--- src/rtl/cla16_multiword_seq.sv ---
// Multi-word adder: streams WORDS 16-bit slices, LSB first, through one cla16 with the carry registered between slices.
// Optional build macro CLA_SEQ_SUB_EN adds a 'sub' input that turns the operation into a - b.

module cla16 (
   input  logic [15:0] a,
   input  logic [15:0] b,
   input  logic        carryInput,
   output logic [15:0] sum,
   output logic        carryOutput,
   output logic        prop,
   output logic        gene
);
   logic [15:0] p;
   logic [15:0] g;
   logic [3:0]  grp_p;
   logic [3:0]  grp_g;
   logic [3:0]  grp_c;

   assign p = a ^ b;
   assign g = a & b;

   // Four 4-bit lookahead groups; each group only needs its own carry-in from the second level.
   genvar gi;
   generate
      for (gi = 0; gi < 4; gi++) begin : g_group
         logic [3:0] gp;
         logic [3:0] gg;
         logic       c_in;
         logic [3:1] c_up;

         assign gp   = p[4*gi +: 4];
         assign gg   = g[4*gi +: 4];
         assign c_in = grp_c[gi];

         assign c_up[1] = gg[0] | (gp[0] & c_in);
         assign c_up[2] = gg[1] | (gp[1] & gg[0]) | (gp[1] & gp[0] & c_in);
         assign c_up[3] = gg[2] | (gp[2] & gg[1]) | (gp[2] & gp[1] & gg[0])
                        | (gp[2] & gp[1] & gp[0] & c_in);

         assign grp_p[gi] = &gp;
         assign grp_g[gi] = gg[3] | (gp[3] & gg[2]) | (gp[3] & gp[2] & gg[1])
                          | (gp[3] & gp[2] & gp[1] & gg[0]);

         assign sum[4*gi +: 4] = gp ^ {c_up, c_in};
      end
   endgenerate

   assign grp_c[0] = carryInput;
   assign grp_c[1] = grp_g[0] | (grp_p[0] & carryInput);
   assign grp_c[2] = grp_g[1] | (grp_p[1] & grp_g[0]) | (grp_p[1] & grp_p[0] & carryInput);
   assign grp_c[3] = grp_g[2] | (grp_p[2] & grp_g[1]) | (grp_p[2] & grp_p[1] & grp_g[0])
                   | (grp_p[2] & grp_p[1] & grp_p[0] & carryInput);

   assign prop        = &grp_p;
   assign gene        = grp_g[3] | (grp_p[3] & grp_g[2]) | (grp_p[3] & grp_p[2] & grp_g[1])
                      | (grp_p[3] & grp_p[2] & grp_p[1] & grp_g[0]);
   assign carryOutput = gene | (prop & carryInput);
endmodule

module cla16_multiword_seq #(
   parameter int WORDS = 4
) (
   input  logic                clk,
   input  logic                rst,
   input  logic                in_valid,
   output logic                in_ready,
   input  logic [16*WORDS-1:0] a,
   input  logic [16*WORDS-1:0] b,
   input  logic                carryInput,
`ifdef CLA_SEQ_SUB_EN
   input  logic                sub,
`endif
   output logic                out_valid,
   input  logic                out_ready,
   output logic [16*WORDS-1:0] sum,
   output logic                carryOutput,
   output logic                busy
);
   localparam int IDX_W = (WORDS > 1) ? $clog2(WORDS) : 1;
   localparam logic [IDX_W-1:0] LAST_IDX = IDX_W'(WORDS - 1);

   typedef enum logic [1:0] {IDLE, RUN, DONE} state_t;

   state_t                  state_reg;
   state_t                  state_next;
   logic [WORDS-1:0][15:0]  a_reg;
   logic [WORDS-1:0][15:0]  b_reg;
   logic [WORDS-1:0][15:0]  sum_reg;
   logic                    cin_reg;
   logic                    carry_reg;
   logic [IDX_W-1:0]        idx_reg;
   logic                    accept;

   logic [15:0] slice_a;
   logic [15:0] slice_b;
   logic        slice_cin;
   logic [15:0] slice_sum;
   logic        slice_cout;

   assign accept = (state_reg == IDLE) && in_valid;

`ifdef CLA_SEQ_SUB_EN
   logic sub_reg;

   always_ff @(posedge clk or negedge rst) begin
      if (!rst) begin
         sub_reg <= 1'b0;
      end else if (accept) begin
         sub_reg <= sub;
      end
   end

   // Subtraction is a + ~b + 1; the +1 is folded into the captured slice-0 carry.
   assign slice_b = b_reg[idx_reg] ^ {16{sub_reg}};
`else
   assign slice_b = b_reg[idx_reg];
`endif

   assign slice_a   = a_reg[idx_reg];
   assign slice_cin = (idx_reg == '0) ? cin_reg : carry_reg;

   cla16 u_cla16 (
      .a           (slice_a),
      .b           (slice_b),
      .carryInput  (slice_cin),
      .sum         (slice_sum),
      .carryOutput (slice_cout),
      .prop        (),
      .gene        ()
   );

   always_ff @(posedge clk or negedge rst) begin
      if (!rst) begin
         state_reg <= IDLE;
      end else begin
         state_reg <= state_next;
      end
   end

   always_comb begin
      state_next = state_reg;
      case (state_reg)
         IDLE: if (in_valid)             state_next = RUN;
         RUN:  if (idx_reg == LAST_IDX)  state_next = DONE;
         DONE: if (out_ready)            state_next = IDLE;
         default:                        state_next = IDLE;
      endcase
   end

   always_ff @(posedge clk or negedge rst) begin
      if (!rst) begin
         a_reg     <= '0;
         b_reg     <= '0;
         sum_reg   <= '0;
         cin_reg   <= 1'b0;
         carry_reg <= 1'b0;
         idx_reg   <= '0;
      end else if (accept) begin
         a_reg   <= a;
         b_reg   <= b;
         sum_reg <= '0;
         idx_reg <= '0;
`ifdef CLA_SEQ_SUB_EN
         cin_reg <= sub ? 1'b1 : carryInput;
`else
         cin_reg <= carryInput;
`endif
      end else if (state_reg == RUN) begin
         sum_reg[idx_reg] <= slice_sum;
         carry_reg        <= slice_cout;
         // The counter parks on the last slice rather than wrapping.
         if (idx_reg != LAST_IDX) begin
            idx_reg <= idx_reg + 1'b1;
         end
      end
   end

   // in_ready is gated by rst so every output reads 0 while reset is held.
   assign in_ready    = rst && (state_reg == IDLE);
   assign out_valid   = (state_reg == DONE);
   assign busy        = (state_reg == RUN) || (state_reg == DONE);
   assign sum         = sum_reg;
   assign carryOutput = carry_reg;
endmodule

--- config.mk ---
export PLATFORM = sky130hd
export DESIGN_NAME = cla16_multiword_seq
export DESIGN_NICKNAME = d
export VERILOG_FILES = /design/src/rtl/cla16_multiword_seq.sv
export SDC_FILE = /design/constraint.sdc
export NUM_CORES = 1
export LEC_CHECK = 0
export CAP_MARGIN = 5
export CORE_ASPECT_RATIO = 0.9
export CORE_MARGIN = 3
export CORE_UTILIZATION = 55
export DETAILED_ROUTE_END_ITERATION = 10
export GPL_ROUTABILITY_DRIVEN = 0
export PLACE_DENSITY = 0.86
export SYNTH_ARGS = -nofsm -noshare
export SYNTH_HDL_FRONTEND = slang
export SYNTH_SLANG_ARGS = --single-unit
--- constraint.sdc ---
create_clock -name clk -period 5.7 [get_ports clk]
set_clock_uncertainty 0.2 [all_clocks]
set_input_delay 1.14 -clock clk [delete_from_list [all_inputs] [get_ports clk]]
set_output_delay 1.14 -clock clk [all_outputs]
set_load 0.005 [all_outputs]
==> results.cfg, run 1 <==
[detailed_routing]
first_iter_violations = 698
wire_per_inst_um = 18.74
num_vias = 7256
remaining_drc_errors = 0
dr.pass1.iters = 5
via_per_inst = 5.709
drt_wl_total_mm = 23.82
drtAntennaViolNets = 0

[placement]
placed_area_um2 = 11110
dpl.hpwl_mm = 17.02
io_buffers = 200

[timing]
setup_tns_ns = 0
relSlewSlack = 0.3193
finalCritPeriodShare = 0.6907
slew_viol_final = 0
rsz0062_at_grt = false
setup_violations = 0
hold_viol = 0
fin_crit_ns = 3.937
fmax_mhz = 254.0
worst_pin_slew_ns = 1.021

[layout]
ff_latch_area_um2 = 4957
fin_util = 0.7446
multi_input_comb_area_um2 = 3789
syn_to_final_growth_pct = 30.30
num-nets-final = 1217
drive_above_1_share = 0.07764
design_area_um2 = 11700
diodes = 0
fillerInstances = 1049

[logic_synthesis]
avgSynthCellArea_um2 = 10.18
synth_most_common_cell = nand2_1
ys.warnings.count = 0
synthArstFlopShare = 1.000
synthTopCellsByArea = dfrtp_1 (55%), nand2_1 (17%), mux4_2 (8.0%)
synth_common_cells = nand2_1 (408), dfrtp_1 (198), clkbuf_1 (45)
ys.flop_type = dfrtp_1
yosysTopAreaCellShare = 0.5519
synth_nets = 1043
synthesis.area_um2 = 8977
synth-edff-count = 0
synthCells = 882
yosys_register_bits = 198
synth_seq_area_share = 0.5519
netlist-cell-type-count = 44
synth_top_area_cell = dfrtp_1

[critical_path]
crit_arrival_ns = 4.10
critPathKind = reg -> reg
required_ns = 5.86
cp-start-kind = flip-flop
crit_path_end_kind = flip-flop
crit_fanout = 20

[global_route]
antenna_found_initial = 0
grt_pass1_vias = 7066
grt_pass1_wl_mm = 37.41
grt_overflow = 0
grt_start_max_net_pins = 99
grt_usage = 0.2693

[clocking]
clkSinkCount = 198
clock_path_buffers = 2
numCtsBuffers = 17
ctsHoldBuffers = 0
clk_pin_slew_ns = 0.07
clk_latency_ns = 0.43
cts_setup_buffers = 0
cts_root_buf = clkbuf_16
cts_max_level = 4
cts_resized = 0
cts_tree = yes

[floorplan]
die-height_um = 127.2
core_region_area_um2 = 15710
die_area_um2 = 17890
initial_utilization = 0.5714
pin_count = 201
die_w_um = 140.7
num_rows = 43

[outcome]
run_status = completed

[pwr]
p_per_area_nw_per_um2 = 625.6
vdd_drop_max_mv = 0.4641
leakage_nw = 5.647

[min_path]
hold_path.class = reg -> reg

[run]
maxCapViolations = 0
## routing by layer
metal  share of wire  GRT usage  vias up
met5               0          0        -
met4           0.022    0.07464        0
met3           0.094    0.06325       50
met2            0.48     0.4358      393
met1            0.40     0.3722     3508
li1                -          -     3305
## cell families (layout without fill, tap and decap cells)
| kind of cell | Yosys count | in the layout | synth area share |
|---|---|---|---|
| XOR/XNOR | 8 | 8 | 0.007804 |
| flip-flops | 198 | 198 | 0.5519 |
| AO/OA/AOI/OAI | 105 | 105 | 0.09408 |
| buffers and inverters | 64 | 251 | 0.02718 |
| AND/OR/NAND/NOR | 446 | 446 | 0.1948 |
| adder cells (fa/ha/maj) | 28 | 28 | 0.04237 |
| multiplexers | 33 | 33 | 0.08181 |
## report_power, final
group          switching (W)  internal (W)
clock               0.000502      0.000694
sequential          0.000422       0.00200
combinational        0.00213       0.00157
total                0.00306       0.00426
## critical path, stage by stage (launching register included)
cell	delay (ns)
dfrtp_2	0.79
mux4_2	0.60
ha_1	0.39
or3_1	0.40
o211ai_2	0.14
nand2_1	0.15
a21oi_1	0.15
o21bai_1	0.10
fa_1	0.45
xor2_1	0.30
a22o_1	0.19
## through the flow
step                std cells  power [W]  hold WS, ns  setup WS [ns]
finish                   1271   0.007318       0.2734          1.763
global route             1271   0.007786       0.2942          1.432
CTS                      1271   0.007298       0.2740          1.738
detailed placement       1239   0.006037       0.2584          1.784
global placement         1239   0.005883       0.2540          1.869
floorplan                 882   0.004686       0.2403          1.838
## area by class of cell
cell class                 count  share of cell area
clock buffer                  25             0.04236
inverter                      10            0.003209
timing repair buffer         209              0.1772
sequential                   198              0.4238
tap                          202             0.02161
multi-input combinational    620              0.3239
clock inverter                 7            0.007915
## layout by cell type (no fill, tap or decap), types with 2 or more instances in the layout
master           netlist  final
a21oi_1               11     11
fa_1                   4      4
nor3_1                 2      2
xor2_1                 4      4
ha_1                  24     24
bufinv_16              0      2
o31ai_1                4      4
xnor2_1                4      4
dfrtp_1              198    196
clkinv_2               0      3
buf_4                  0      9
a22o_1                44     44
clkbuf_8               0      5
clkbuf_1              45      4
nand2b_1               2      2
dfrtp_2                0      2
and3_1                 5      5
o21ai_0               10     10
clkbuf_16              0     17
nor2_1                12     12
inv_1                 10     10
or2_2                  2      2
and2_1                 4      3
nand3_1                6      6
clkdlybuf4s50_1        0    199
mux4_2                32     32
a21o_1                 4      4
o21a_1                 2      2
nand2_1              408    407
o211ai_1               9      9
o21bai_1               2      2
a32o_1                 8      8
## worst paths after layout
path | slack, ns | endpoint | from | depth (start not counted)
min in group asynchronous | 0.40 | sum[1] | rst | 1
max in group asynchronous | 3.53 | idx_reg[0] | rst | 2
max | 1.76 | sum[13] | idx_reg[0] | 10
min | 0.27 | a_reg[26] | a_reg[26] | 2
max reg2reg | 1.76 | sum[13] | idx_reg[0] | 10
min reg2reg | 0.27 | a_reg[26] | a_reg[26] | 2
No activity file was read; power rests on OpenSTA's default activity.
==> run 2, diff against run 1 <==
CORE_UTILIZATION = 51   (was 55)
PLACE_DENSITY = 0.81   (was 0.86)
clock period = 4.03 ns   (was 5.7 ns; I/O delays follow)
==> run 2 against run 1 <==
  * Highest routed layer unchanged
  * Routed wire length decreased by 1.6%
  * Largest cell class unchanged
  * Final cell count increased by 3.0%
  * Critical path depth increased by 1
  * Combinational power increased by 41%
==> results.cfg, run 2 (synthesized netlist as in run 1, its figures left out) <==
[timing]
worst_pin_slew_ns = 0.9747
setup_ws_ns = 0.3103
finalCritPeriodShare = 0.9230
setup_violations = 0
fin_crit_ns = 3.720
hold_viol = 0
relSlewSlack = 0.3502
fmax_mhz = 268.8
rsz0062_at_grt = false
slew_viol_final = 0
setup_tns_ns = 0

[placement]
dp_slack_ns = 0.3137
dpl.cell_count = 1277
io_buffers = 200
dpl.hpwl_mm = 17.17

[pwr]
p_per_area_nw_per_um2 = 879.0
vdd_drop_max_mv = 0.7148
power_w = 0.01040
leakage_nw = 5.695

[layout]
final_common_cell = nand2_1
ff_latch_area_um2 = 4957
fillerInstances = 1239
finalNonFillerCells = 1309
drive_above_1_share = 0.08473
diodes = 0
most-common-layout-cells = nand2_1 (407), clkdlybuf4s50_1 (199), dfrtp_1 (196)
num-nets-final = 1222
fin_util = 0.6935
syn_to_final_growth_pct = 31.79
multi_input_comb_area_um2 = 3789

[min_path]
hold_path.class = reg -> reg

[detailed_routing]
drt_wl_total_mm = 23.44
first_iter_violations = 641
wire_per_inst_um = 17.91
drtAntennaViolNets = 0
dr.pass1.iters = 5
num_vias = 7055
remaining_drc_errors = 0
via_per_inst = 5.390

[critical_path]
path_depth = 11
startpoint = idx_reg[0]
rrSetupSlack_ns = 0.31
crit_chain = buf_12, mux4_2, ha_1, or3_1, o211ai_2, nand2_1, a21oi_1, o21bai_1, fa_1, xor2_1, a22o_1
crit_fanout = 27
crit_path_end_kind = flip-flop
crit_arrival_ns = 3.89
max_stage_delay_ns = 0.56
crit_slowest_cell = mux4_2
cp-endpoint = sum[29]
critPathKind = reg -> reg
cp-start-kind = flip-flop
crit_family = adder cells
r2r_end = sum[29]
worstReg2RegStart = idx_reg[0]
critical_path_buf_inv_count = 1
required_ns = 4.20
reg2reg_depth = 11

[clocking]
clk_pin_slew_ns = 0.07
cts_tree = yes
ctsHoldBuffers = 0
clk_latency_ns = 0.44
cts_resized = 0
cts_root_buf = clkbuf_16
cts_max_level = 4
clkSinkCount = 198
clock_path_buffers = 2
numCtsBuffers = 17
cts_setup_buffers = 0

[floorplan]
die-height_um = 131.9
num_rows = 45
core_region_area_um2 = 17060
initial_utilization = 0.5262
pin_count = 201
die_w_um = 145.9
die_area_um2 = 19230

[global_route]
grt_pass1_vias = 7117
grt_overflow = 0
grt_start_max_net_pins = 82
grt_pass1_wl_mm = 37.67
antenna_found_initial = 0
grt_usage = 0.2461

[run]
maxCapViolations = 0

[outcome]
run_status = completed
==> run 2: layout make-up <==
| cell class | count | share of cell area |
|---|---|---|
| Sequential cell | 198 | 0.4190 |
| Tap cell | 235 | 0.02485 |
| Timing Repair Buffer | 214 | 0.1795 |
| Clock inverter | 12 | 0.01470 |
| Inverter | 10 | 0.003173 |
| Multi-Input combinational cell | 620 | 0.3202 |
| Clock buffer | 20 | 0.03860 |
==> run 2: report_power, final <==
| part | internal [W] | switching [W] |
|---|---|---|
| registers | 0.00283 | 0.000529 |
| clock network | 0.00107 | 0.000734 |
| logic | 0.00223 | 0.00300 |
| total | 0.00614 | 0.00426 |
==> run 2: routing by layer <==
layer | vias up | share of wire | GRT usage | wire [µm]
met5 | - | 0 | 0 | 0
met1 | 3393 | 0.44 | 0.3507 | 10270
met2 | 321 | 0.47 | 0.3924 | 11000
met3 | 26 | 0.080 | 0.05122 | 1867
li1 | 3315 | - | - | -
met4 | 0 | 0.013 | 0.06065 | 305
==> run 2: worst min path at each step <==
| stage | slack (ns) | endpoint | cells past startpoint | startpoint |
|---|---|---|---|---|
| CTS | 0.28 | a_reg[58] | 2 | a_reg[58] |
| global route | 0.30 | a_reg[52] | 2 | a_reg[52] |
| floorplan | 0.24 | a_reg[32] | 2 | a_reg[32] |
| detailed placement | 0.26 | a_reg[58] | 2 | a_reg[58] |
| finish | 0.28 | a_reg[54] | 2 | a_reg[54] |
| global placement | 0.25 | a_reg[14] | 2 | a_reg[14] |
==> run 2: tightest hold or removal path, delay by kind of cell, from the launching register on <==
family	cells	cell delay, ns
flip-flops	1	0.34
AND/OR/NAND/NOR	2	0.10
==> run 2: metrics by stage <==
stage                     area [µm²]  hold slack, ns
after detailed placement       11200          0.2608
after floorplan                 8977          0.2403
after CTS                      11830          0.2766
after global routing           11830          0.2962
final                          11830          0.2752
after global placement         11200          0.2533
==> run 3, diff against run 2 <==
CORE_ASPECT_RATIO = not set   (was 0.9)
==> run 3 against run 2 <==
  * Critical path depth did not move
  * Routed wire length rose by 2.8%
  * First-iteration DRC count grew 7.0%
  * Setup slack gained 0.042 ns
  * Register-to-register slack better by 0.04 ns
  * Via count up 0.55%
  * Cell area about the same
  * Largest cell class unchanged
==> results.cfg, run 3 (synthesized netlist as in run 1, its figures left out) <==
[outcome]
run_status = completed

[clocking]
clkSinkCount = 198
clock_path_buffers = 2
cts_max_level = 4
clk_latency_ns = 0.43
cts_setup_buffers = 0
cts_root_buf = clkbuf_16
cts_resized = 0
ctsHoldBuffers = 0
numCtsBuffers = 17
clk_pin_slew_ns = 0.07
cts_tree = yes

[critical_path]
reg2reg_depth = 11
r2r_end = sum[29]
rrSetupSlack_ns = 0.35
crit_chain = buf_12, mux4_2, ha_1, or3_1, o211ai_2, nand2_1, a21oi_1, o21bai_1, fa_1, xor2_1, a22o_1
max_stage_delay_ns = 0.53
crit_arrival_ns = 3.84
cp-endpoint = sum[29]
crit_path_end_kind = flip-flop
crit_fanout = 16
crit_slowest_cell = mux4_2
startpoint = idx_reg[0]
critPathKind = reg -> reg
cp-start-kind = flip-flop
worstReg2RegStart = idx_reg[0]
required_ns = 4.20

[detailed_routing]
remaining_drc_errors = 0
dr.pass1.iters = 5
wire_per_inst_um = 18.64
via_per_inst = 5.486
route.met2.wl_mm = 11.76
num_vias = 7094
met3WireLength_mm = 1.651
drt_wl_total_mm = 24.11
highest_layer = met4
first_iter_violations = 686
route.layer.met1.wl_mm = 10.12
drtAntennaViolNets = 0

[layout]
most-common-layout-cells = nand2_1 (407), clkdlybuf4s50_1 (199), dfrtp_1 (196)
multi_input_comb_area_um2 = 3789
fillerInstances = 1235
fin_util = 0.7006
design_area_um2 = 11830
num-nets-final = 1222
drive_above_1_share = 0.08295
final_common_cell = nand2_1
ff_latch_area_um2 = 4957
syn_to_final_growth_pct = 31.72
diodes = 0

[placement]
io_buffers = 200
placed_area_um2 = 11210
dpl.hpwl_mm = 17.33

[timing]
slew_viol_final = 0
fmax_mhz = 271.9
setup_violations = 0
worst_pin_slew_ns = 1.140
setup_tns_ns = 0
relSlewSlack = 0.2397
finalCritPeriodShare = 0.9125
rsz0062_at_grt = false
fin_crit_ns = 3.677
hold_viol = 0

[pwr]
power_w = 0.01044
p_sw_frac = 0.4098
vdd_drop_max_mv = 0.5686
p_per_area_nw_per_um2 = 882.7
pwr-share-seq = 0.325
p_switching_w = 0.004277
power_frac_clock = 0.170
pwr-share-comb = 0.505
internal-power_w = 0.006160
leakage_nw = 5.696

[floorplan]
die-height_um = 138.7
initial_utilization = 0.5319
core_region_area_um2 = 16880
die_area_um2 = 19230
die_w_um = 138.7
pin_count = 201
num_rows = 47

[global_route]
grt_pass1_vias = 7189
grt_pass1_wl_mm = 38.27
grt_start_max_net_pins = 199
grt_usage = 0.2504
grt_overflow = 0
antenna_found_initial = 0

[min_path]
hold_path.class = reg -> reg

[run]
maxCapViolations = 0
run 3: changes by cell type in the layout (fill, tap and decap cells not counted):
cell	previous run	this run
clkbuf_8	3	6
buf_12	1	3
buf_4	13	11
clkinv_2	4	2
clkinv_4	2	0
bufinv_16	4	3
clkbuf_1	1	2
run 3: metal layers:
layer | vias up | global-route usage
li1 | 3312 | -
met1 | 3441 | 0.3384
met2 | 302 | 0.4096
met3 | 39 | 0.05276
met4 | 0 | 0.08445
met5 | - | 0
run 3: critical path: cells and delay by family (launching register included):
family	cells	cell delay, ns
flops	1	0.40
mux	1	0.53
compound gates	4	0.56
simple gates	2	0.55
fa+ha+maj	2	0.85
xor+xnor	1	0.32
buf+inv	1	0.18
run 3: per-stage QoR:
step	hold WS (ns)	setup slack, ns	instances
after CTS	0.2741	0.3320	1293
after detailed placement	0.2572	0.4043	1262
after global placement	0.2542	0.5384	1262
after global routing	0.2825	0.09381	1293
after floorplan	0.2403	0.1684	882
final	0.2719	0.3527	1293
run 3: cell type report:
type / instances / share of cell area
Sequential cell: 198 / 0.4192
Multi-Input combinational cell: 620 / 0.3204
Timing Repair Buffer: 214 / 0.1817
Clock buffer: 24 / 0.04243
Tap cell: 220 / 0.02328
Clock inverter: 7 / 0.009840
Inverter: 10 / 0.003174
run 3: power groups by stage:
| stage | combinational [W] | clock, W | sequential (W) |
|---|---|---|---|
| after global placement | 0.00503 | 0 | 0.00339 |
| after global routing | 0.00577 | 0.00188 | 0.00347 |
| final | 0.00527 | 0.00178 | 0.00339 |
| after detailed placement | 0.00519 | 0 | 0.00341 |
| after floorplan | 0.00343 | 0 | 0.00319 |
| after CTS | 0.00525 | 0.00179 | 0.00339 |
run 3: how the worst min path moves through the flow:
| stage | depth (start not counted) | slack, ns | endpoint | startpoint |
|---|---|---|---|---|
| finish | 2 | 0.27 | a_reg[43] | a_reg[43] |
| global route | 2 | 0.28 | a_reg[43] | a_reg[43] |
| CTS | 2 | 0.27 | a_reg[43] | a_reg[43] |
| detailed placement | 2 | 0.26 | a_reg[47] | a_reg[47] |
| global placement | 2 | 0.25 | a_reg[54] | a_reg[54] |
| floorplan | 2 | 0.24 | a_reg[32] | a_reg[32] |
==> RTL change 1, RTL diff (flow settings as in run 1) <==
The parameter `WORDS` goes from 4 to 2.
--- a/src/rtl/cla16_multiword_seq.sv
+++ b/src/rtl/cla16_multiword_seq.sv
@@ -58,7 +58,7 @@
 endmodule
 
 module cla16_multiword_seq #(
-   parameter int WORDS = 4
+   parameter int WORDS = 2
 ) (
    input  logic                clk,
    input  logic                rst,
Interface: changed (resized a, b and sum); port bits go from 201 to 105. The function was not compared with the original's and may differ.
==> RTL change 1 against run 1 <==
Clock power fell by 66%. Final area fell by 47%. Area after synthesis down 46%. Sequential cell count is 97 lower. Sequential share of layout area down 1.4 points. Worst setup slack improved by 0.13 ns. Global-route usage shrank 4.3 points. Total power down 44%. Routed wire length down 55%.
==> RTL change 1: results (changes against run 1) <==
outcome - finished, final reports clean
seq pwr - 1250 µW (-48%)
Detailed Route Iter0 Violations - 142 (-80%)
Num CTS Buffers - 9 (-8)
I/O Buffers - 104 (-48%)
number of global-route vias before repair - 3,505 (-50%)
grt met1 use - 0.3053 (-0.06682)
Root Driver - clkbuf_8
most frequent cell after synthesis - dfrtp_1
synth top area cells - dfrtp_1 52%, mux2_2 22%, ha_1 5.2%
Filler cells - 605 (-42%)
final cell count without fillers - 598 (-53%)
Critical Path AT - 3.87 ns (-0.23 ns)
placed inst area - 5998 µm² (-46%)
clock slew at reported path FFs - 0.09 ns (+0.02 ns)
leakage power - 0.002630 µW (-53%)
area of the multi-input gates - 2221 µm² (-41%)
nets - 572 (-53%)
DR WL/cell - 17.94 µm (-4.3%)
instance count of the mapped netlist - 376 (-57%)
Final Power - 4092 µW (-44%)
routed length on met3 - 518 µm (-77%)
maximum VDD drop - 0.3278 mV (-29%)
drt first pass iters - 4 (-1)
Logic power comb - 2430 µW (-34%)
Syn Nets - 469 (-55%)
GRT Total Usage - 0.2267 (-0.04262)
detailed placer's ending HPWL - 8114 µm (-52%)
internal power - 2407 µW (-44%)
pre-CTS WS - 1.920 ns (+0.1366 ns)
worst skew pair latency - 0.37 ns (-0.06 ns)
## RTL change 1: changes by cell type after synthesis, moves of 6 or more
cell	run 1	this run
nand2_1	408	24
mux4_2	32	0
mux2_2	0	95
a22o_1	44	14
a32o_1	8	2
dfrtp_1	198	101
o211ai_1	9	2
clkbuf_1	45	7
o21ai_0	10	20
## RTL change 1: worst max-delay path, cell delays in order (launching register included)
cell      delay [ns]
dfrtp_1         0.98
buf_4           0.39
mux2_2          0.38
ha_1            0.38
a211oi_1        0.10
nor2_1          0.18
and3b_1         0.21
o21bai_1        0.18
fa_1            0.46
a22o_1          0.22
## RTL change 1: cell families (layout without fill, tap and decap cells)
| logic type | count (synthesis) | after routing | share of synthesized area |
|---|---|---|---|
| flops | 101 | 101 | 0.5212 |
| mux | 98 | 98 | 0.2276 |
| compound gates | 66 | 66 | 0.09752 |
| simple gates | 54 | 54 | 0.05186 |
| buf+inv | 26 | 133 | 0.02116 |
| fa+ha+maj | 24 | 24 | 0.06811 |
| xor+xnor | 7 | 7 | 0.01264 |
## RTL change 1: cell type report
cell class,instances,share of cell area
Sequential cell,101,0.4094
Multi-Input combinational cell,249,0.3597
Timing Repair Buffer,108,0.1731
Tap cell,115,0.02331
Clock buffer,11,0.02290
Inverter,10,0.006080
Clock inverter,4,0.005472
## RTL change 1: worst paths after layout
check | slack (ns) | from | cells past startpoint | endpoint
worst min register to register | 0.29 | sum[1] | 2 | sum[1]
max in group asynchronous | 3.63 | rst | 2 | a_reg[29]
worst max-delay path | 1.89 | idx_reg | 9 | sum[12]
min in group asynchronous | 0.56 | rst | 1 | b_reg[26]
worst min-delay path | 0.29 | sum[1] | 2 | sum[1]
worst max register to register | 1.89 | idx_reg | 9 | sum[12]
==> RTL change 2, RTL diff (config.mk and constraints of run 1) <==
Made on the original files. Re-encode `state_t` (3 states) as one-hot, 3 bits wide.
--- a/src/rtl/cla16_multiword_seq.sv
+++ b/src/rtl/cla16_multiword_seq.sv
@@ -79,7 +79,7 @@
    localparam int IDX_W = (WORDS > 1) ? $clog2(WORDS) : 1;
    localparam logic [IDX_W-1:0] LAST_IDX = IDX_W'(WORDS - 1);
 
-   typedef enum logic [1:0] {IDLE, RUN, DONE} state_t;
+   typedef enum logic [2:0] {IDLE = 3'b001, RUN = 3'b010, DONE = 3'b100} state_t;
 
    state_t                  state_reg;
    state_t                  state_next;
Formal check against the unedited RTL: same outputs for any inputs over 4 cycles, from zero or initial values and one cycle with rst low; so few cycles prove little.
==> RTL change 2 against run 1 <==
Routed wire length rose by 9.5%. Non-clock buffer count fell by 1. Largest cell class unchanged. Die area rose by 4.9%. Count of clock-buffer cells in the layout rose by 2. Largest power group unchanged. Worst setup slack got worse by 0.75 ns. Sequential cell count rose by 1. Total power rose by 4.3%. Cell count rose by 8.6%. Area after synthesis rose by 5.1%. Final area rose by 3.5%.
==> RTL change 2: results (changes against run 1) <==
Hold Path Sink - a_reg[39]
routed wl met2 - 12,480 µm (+9.0%)
#MultiIn Comb - 726 (+17%)
Reg2Reg Depth - 11 (+1)
clk sinks - 199 (+0.51%)
DR WL/cell - 18.90 µm (+0.86%)
leakage power - 0.005716 µW (+1.2%)
hold path start - a_reg[39]
nonclk buf count - 208 (-0.48%)
Post-Synth XOR/XNOR Area - 0.006498 (-0.001307)
number of global-route vias before repair - 7,879 (+12%)
crit path max-delay cell type - dfrtp_1
Placeable Area - 16,460 µm² (+4.8%)
Max FO, Critical Path - 19 (-5.0%)
global-route wire length before repair - 40,630 µm (+8.6%)
largest net degree at the start of global routing - 172 (+74%)
Critical Path AT - 4.77 ns (+0.67 ns)
Final clock-cell share - 0.04766 (-0.002609)
nets - 1,317 (+8.2%)
M3 GR Usage - 0.06376 (+0.0005111)
area share of fa/ha/maj cells after synthesis - 0.03501 (-0.007361)
delay-heaviest family, CP - simple AND/OR/NAND/NOR gates
Syn Nets - 1,151 (+10%)
detailed placer's ending HPWL - 18,340 µm (+7.8%)
drt first pass iters - 7 (+2)
synth cell count leaders - 425 x nand2_1, 198 x dfrtp_1, 55 x nand3_1, 41 x o21ai_0, 40 x clkbuf_1
switch share - 0.4503 (+0.03265)
Max Buffers Root-to-Sink - 2 (unchanged)
outcome - finished, final reports clean
routed length on met3 - 2288 µm (+2.5%)
GRT Total Usage - 0.2825 (+0.01322)
maximum VDD drop - 0.4890 mV (+5.4%)
met2 Use GR - 0.4480 (+0.01219)
Worst path max stage delay - 0.82 ns (+0.03 ns)
Filler cells - 1,104 (+5.2%)
Detailed Route Iter0 Violations - 966 (+38%)
Metal-1 WL - 10,370 µm (+8.0%)
clkbuf count - 27 (+8.0%)
count of distinct cell types in the synthesized netlist - 55 (+25%)
Non-CTS inverters - 8 (-2)
post-synthesis mux area share - 0.07903 (-0.002777)
sequential element share of the synthesized area - 0.5279 (-0.02400)
synth top area cells - dfrtp_1 53%, nand2_1 17%, mux4_2 7.6%
Setup crit start - idx_reg[1]
sequential fraction of total cell area - 0.4117 (-0.01208)
r2r setup slk - 1.01 ns (-0.75 ns)
post-synthesis compound-gate area fraction - 0.08726 (-0.006820)
fraction of layout cells with a size suffix above 1 - 0.07502 (-0.002621)
via count - 8,014 (+10%)
Hold Slack - 0.2711 ns (-0.002374 ns)
placed inst area - 11,520 µm² (+3.7%)
grt met1 use - 0.3778 (+0.005591)
NonClk Buf Share - 0.1717 (-0.005505)
area of the multi-input gates - 4175 µm² (+10%)
Slew headroom - 0.3066 (-0.01271)
## RTL change 2: cell types whose count changed in the layout (fill, tap and decap cells not counted), sizes merged, moves of 5 or more
cell and delta:
a21oi +20, o211ai -5, nor3 +11, o21ai +31, nand2 +17, a211oi +14
a22o -43, nand3 +49, a32o -8
## RTL change 2: metrics by stage
step	cells	setup WS [ns]	utilization	power, µW
after CTS	1380	1.009	0.7352	7537
after global placement	1348	1.178	0.7001	6136
final	1380	1.009	0.7352	7630
after floorplan	994	1.530	-	4920
after global routing	1380	0.6352	0.7352	8091
after detailed placement	1348	1.001	0.7001	6306
## RTL change 2: power groups by stage
| stage | Combinational, µW | Sequential, µW | Clock (µW) |
|---|---|---|---|
| after CTS | 3940 | 2420 | 1180 |
| after floorplan | 2680 | 2240 | 0 |
| after global placement | 3720 | 2410 | 0 |
| final | 4030 | 2430 | 1170 |
| after detailed placement | 3880 | 2430 | 0 |
| after global routing | 4380 | 2480 | 1230 |
